## src/rtl/mux_pkg.sv

```systemverilog
// rtl/mux_pkg.sv - shared constants, FSM state type and round-robin pick function
package mux_pkg;

    localparam int NCH  = 4;
    localparam int SELW = 2;

    typedef enum logic {
        ARB    = 1'b0,
        LOCKED = 1'b1
    } state_e;

    // Returns {found, idx}. The loop runs from the farthest offset down, so the
    // channel closest to ptr is the one left in pick.
    function automatic logic [SELW:0] rr_pick(input logic [NCH-1:0]  valid,
                                              input logic [SELW-1:0] ptr);
        logic [SELW:0]   pick;
        logic [SELW-1:0] idx;
        pick = '0;
        for (int i = NCH - 1; i >= 0; i--) begin
            idx = ptr + SELW'(i);
            if (valid[idx]) begin
                pick = {1'b1, idx};
            end
        end
        return pick;
    endfunction

endpackage

```

## src/rtl/rr_arb4.sv

```systemverilog
// rtl/rr_arb4.sv - combinational 4-way round-robin picker
module rr_arb4
    import mux_pkg::*;
(
    input  logic [NCH-1:0]  valid_i,
    input  logic [SELW-1:0] ptr_i,
    output logic            found_o,
    output logic [SELW-1:0] idx_o
);

    assign {found_o, idx_o} = rr_pick(valid_i, ptr_i);

endmodule

```

## src/rtl/mux4_rr_packet.sv

```systemverilog
// rtl/mux4_rr_packet.sv - 4:1 packet mux, round-robin per packet, registered tagged output
module mux4_rr_packet
    import mux_pkg::*;
#(
    parameter int DW = 8
) (
    input  logic                clk,
    input  logic                rst,
    input  logic [NCH-1:0]      in_valid,
    input  logic [NCH-1:0]      in_last,
    input  logic [NCH*DW-1:0]   in_data,
    output logic [NCH-1:0]      in_ready,
    output logic                out_valid,
    output logic                out_last,
    output logic [DW-1:0]       out_data,
    output logic [SELW-1:0]     out_sel,
    input  logic                out_ready
);

    state_e          state_q, state_d;
    logic [SELW-1:0] rr_ptr_q, rr_ptr_d;
    logic [SELW-1:0] lock_ch_q, lock_ch_d;
    logic            out_valid_q, out_valid_d;
    logic            out_last_q, out_last_d;
    logic [DW-1:0]   out_data_q, out_data_d;
    logic [SELW-1:0] out_sel_q, out_sel_d;

    logic            arb_found;
    logic [SELW-1:0] arb_idx;
    logic            load_en;
    logic            grant_vld;
    logic [SELW-1:0] grant_ch;
    logic            accept;
    logic            beat_last;
    logic [DW-1:0]   beat_data;

    rr_arb4 u_arb (
        .valid_i (in_valid),
        .ptr_i   (rr_ptr_q),
        .found_o (arb_found),
        .idx_o   (arb_idx)
    );

    assign load_en = !out_valid_q || out_ready;

    // in_ready is gated by rst so nothing is offered while reset is held.
    always_comb begin
        grant_ch  = (state_q == LOCKED) ? lock_ch_q : arb_idx;
        grant_vld = (state_q == LOCKED) || arb_found;
        in_ready  = '0;
        if (!rst && grant_vld) begin
            in_ready[grant_ch] = load_en;
        end
    end

    assign accept    = |(in_valid & in_ready);
    assign beat_last = in_last[grant_ch];
    assign beat_data = in_data[grant_ch*DW +: DW];

    always_comb begin
        state_d     = state_q;
        rr_ptr_d    = rr_ptr_q;
        lock_ch_d   = lock_ch_q;
        out_valid_d = out_valid_q;
        out_last_d  = out_last_q;
        out_data_d  = out_data_q;
        out_sel_d   = out_sel_q;
        if (accept) begin
            out_valid_d = 1'b1;
            out_last_d  = beat_last;
            out_data_d  = beat_data;
            out_sel_d   = grant_ch;
            if (beat_last) begin
                rr_ptr_d = grant_ch + SELW'(1);
                state_d  = ARB;
            end else begin
                lock_ch_d = grant_ch;
                state_d   = LOCKED;
            end
        end else if (out_ready) begin
            out_valid_d = 1'b0;
        end
    end

    always_ff @(posedge clk or posedge rst) begin
        if (rst) begin
            state_q     <= ARB;
            rr_ptr_q    <= '0;
            lock_ch_q   <= '0;
            out_valid_q <= 1'b0;
            out_last_q  <= 1'b0;
            out_data_q  <= '0;
            out_sel_q   <= '0;
        end else begin
            state_q     <= state_d;
            rr_ptr_q    <= rr_ptr_d;
            lock_ch_q   <= lock_ch_d;
            out_valid_q <= out_valid_d;
            out_last_q  <= out_last_d;
            out_data_q  <= out_data_d;
            out_sel_q   <= out_sel_d;
        end
    end

    assign out_valid = out_valid_q;
    assign out_last  = out_last_q;
    assign out_data  = out_data_q;
    assign out_sel   = out_sel_q;

endmodule

```

## config.mk

```make
export PLATFORM = sky130hd
export DESIGN_NAME = mux4_rr_packet
export DESIGN_NICKNAME = d
export VERILOG_FILES = /design/src/rtl/mux_pkg.sv /design/src/rtl/rr_arb4.sv /design/src/rtl/mux4_rr_packet.sv
export SDC_FILE = /design/constraint.sdc
export NUM_CORES = 1
export LEC_CHECK = 0
export CORE_ASPECT_RATIO = 0.8
export CORE_MARGIN = 10
export CORE_UTILIZATION = 44
export CTS_BUF_LIST = sky130_fd_sc_hd__clkbuf_16
export CTS_CLUSTER_SIZE = 12
export DETAILED_ROUTE_END_ITERATION = 12
export GPL_TIMING_DRIVEN = 0
export PLACE_DENSITY = 0.87
export SETUP_SLACK_MARGIN = 0.02
export SLEW_MARGIN = 20
export SYNTH_ARGS = -nofsm -noshare
export SYNTH_HDL_FRONTEND = slang
export SYNTH_SLANG_ARGS = --single-unit
```

## constraint.sdc

```tcl
create_clock -name clk -period 4.7 [get_ports clk]
set_clock_uncertainty 0.2 [all_clocks]
set_input_delay 1.41 -clock clk [delete_from_list [all_inputs] [get_ports clk]]
set_output_delay 1.41 -clock clk [all_outputs]
set_load 0.01 [all_outputs]
```

==> impl_metrics.yaml, run 1 <==
pwr:
  ir_drop_mv: 0.4163
  leakagePower_nw: 0.8566
  cellPowerDensity_mw_per_mm2: 635.4
route:
  drtIter0Drc: 78
  drc: 0
  wl_um: 4145
  vias: 1247
  wl_per_cell_um: 17.87
  detail-route-antenna-nets: 0
  first_pass_iters: 4
  viasPerCell: 5.375
die:
  die_w_um: 79.95
  initial_core_util_pct: 45.75
  die_area_mm2: 0.005433
  core_mm2: 0.002765
  row_count: 17
  die_h_um: 67.96
  num_io_pins: 59
flow_run:
  drv_cap: 0
synthesis:
  synth_edf_count: 0
  synth_nets: 172
  yosys_warnings: 0
  seq_area_frac_synth_pct: 33.63
  ys_types: 36
  yosys.area.top_type_share_pct: 33.63
  synthCells: 129
  ys_ff_latch: 17
  avgSynthCellArea_um2: 9.806
  synthesis.area_mm2: 0.001265
  ys_top_cells_by_area: "dfrtp_1 34%, mux2i_1 14%, mux2_2 9.8%, nand2_1 4.5%, buf_6 3.6%"
  async_reset_ff_share_pct: 100.0
  yosysTopAreaCell: "dfrtp_1"
  synth-main-ff-cell: "dfrtp_1"
global_route:
  grtUsageTotal_pct: 15.34
  grt-ovfl-total: 0
  grt_pass1_wl_um: 6617
  grt_antenna_before_repair: 0
  grt_pass1_vias: 1292
  grt_max_degree: 18
place:
  pre_cts_ws_ns: -0.8764
  dpl_cell_area_mm2: 0.001893
  portBuffers: 58
  dp_hpwl_um: 3252
  globalplace.congestion: 0.8473
clock_tree:
  cts_buffers: 3
  clkLatencyLatePin_ns: 0.25
  cts_max_path_buffers: 2
  ctsHtreeMaxLevel: 1
  cts-root-buf: "clkbuf_16"
  cts.sink_count: 17
  clk_pin_slew_worst_paths_ns: 0.05
  cts_tree: "done"
worst_setup_path:
  cp.required_ns: 3.09
  cpPeakStageDelay_ns: 0.29
  crit_path_top_delay_cell: "o221a_2"
  crit_arrival_ns: 2.99
  r2r_slack_ns: 1.94
  critPathMostFrequentCell: "buf_6"
  worstPathMaxFanout: 10
  crit_path_end_kind: "output port"
  criticalPathCategory: "primary input to output port"
  worstPathCellList: "clkdlybuf4s15_2, nor3b_2, a211oi_1, o221a_2, or2_4, buf_6, buf_6, nor3b_1, buf_2"
  start_kind: "primary input"
sta:
  worstMarginPinSlew_ns: 0.5723
  setup_ws_ns: 0.1028
  rsz0062_at_grt: "true"
  timing.final.crit_share_pct: 97.81
  setup_viol: 0
  min_period_ns: 4.597
  timing.final.max_slew_violations: 0
  fmax_mhz: 217.5
  slew_headroom_pct: 61.59
  whs_ns: 0.2870
  hold_viol: 0
final_layout:
  final_area_mm2: 0.001992
  layout-drive-gt1-share_pct: 24.23
  fin_nets: 238
  antenna_cells: 0
  areaGrowthSynthToFinish_pct: 57.47
run_status:
  status: "finished, final reports clean"
hold_path:
  hold_class: "register to register"
-- layout by cell type (no fill, tap or decap), types with 2 or more instances in the layout --
cell type	n
buf_6	4
nand2_1	15
mux2i_1	18
dfrtp_1	17
o21ai_1	9
nor3b_1	2
buf_2	8
nor3_2	3
a21o_1	2
a21oi_1	5
buf_4	4
inv_1	5
o21ai_0	3
mux2_2	11
clkbuf_16	3
clkdlybuf4s50_1	50
nor2_1	6
o21a_1	2
o31ai_1	2
-- flip-flops by register name, summed over array words and instances (netlist names) --
register / flops
rr_ptr_q: 2
state_q: 1
out_last: 1
out_sel: 2
lock_ch_q: 2
out_data: 8
out_valid: 1
-- routing by layer --
layer  routed length (µm)  track usage, %
met1                 1652           18.48
met2                 2122           27.10
met3                  308           2.487
met4                   61           5.702
met5                    0               0
-- cell usage after synthesis (3+ instances only) --
library cell and count:
a21oi_1 5, o21ai_1 8, mux2_2 11, dfrtp_1 17
o21ai_0 4, inv_1 6, nor3b_1 3, mux2i_1 18
nor2_1 6, nand2_1 15, buf_6 4, nor3_1 4
-- through the flow --
step	std cells	setup TNS [ns]	utilization (%)	power, mW
global route	232	0	72.04	1.350
global placement	225	-3.196	68.46	1.045
finish	232	0	72.04	1.266
CTS	231	0	71.54	1.250
detailed placement	225	-3.396	68.46	1.077
floorplan	129	0	-	0.8001
-- worst max-delay path, delay by kind of cell --
family	cells	cell delay, ns
and+or+nand+nor	3	0.56
buffers and inverters	4	0.64
AOI/OAI and AO/OA	2	0.36
-- cell families (layout without fill, tap and decap cells) --
family	Yosys count	in the layout	synth area share [%]
buffers and inverters	12	77	6.330
AOI/OAI and AO/OA	34	34	19.39
DFF	17	17	33.63
xor gates and xnor gates	1	1	0.6925
muxes	30	30	25.22
and+or+nand+nor	35	35	14.74
-- final cells by class --
class / count / area (µm²)
Buffer: 6 / 57.56
Tap cell: 38 / 47.55
Clock buffer: 3 / 75.07
Fill cell: 201 / 773.2
Timing Repair Buffer: 61 / 569.3
Multi-Input combinational cell: 100 / 785.8
Sequential cell: 17 / 425.4
Clock inverter: 1 / 5.005
Inverter: 6 / 26.28
-- final timing paths --
path	start	endpoint	depth (start not counted)
worst max register to register	rr_ptr_q[1]$_DFFE_PP0P_	rr_ptr_q[1]$_DFFE_PP0P_	9
worst min register to register	out_data[2]$_DFFE_PP0P_	out_data[2]$_DFFE_PP0P_	2
worst min-delay path	out_data[2]$_DFFE_PP0P_	out_data[2]$_DFFE_PP0P_	2
worst max-delay path	in_valid[0]	in_ready[0]	9
min in group asynchronous	rst	rr_ptr_q[1]$_DFFE_PP0P_	3
max in group asynchronous	rst	out_data[6]$_DFFE_PP0P_	3
-- report_power, final --
group / leakage [nW] / switching (mW) / internal (mW)
logic: 0.610 / 0.398 / 0.431
registers: 0.206 / 0.0526 / 0.217
clock network: 0.0409 / 0.0527 / 0.114
total: 0.857 / 0.503 / 0.762
-- timing repair --
action,4_1_cts,5_1_grt
setup endpoints to repair,4,4
hold buffers,0,0
buffers inserted,2,1
resized for setup,38,5
pin swaps,1,2
cloned,0,0
(Power assumes the default switching activity.)
==> inputs of run 2 (changes only) <==
Settings changed: ABC_CLOCK_PERIOD_IN_PS set to 4700, CTS_CLUSTER_DIAMETER set to 40, TNS_END_PERCENT set to 5.
==> results of run 2 <==
No change in the layout: final DEF, timing and power equal those of run 1.
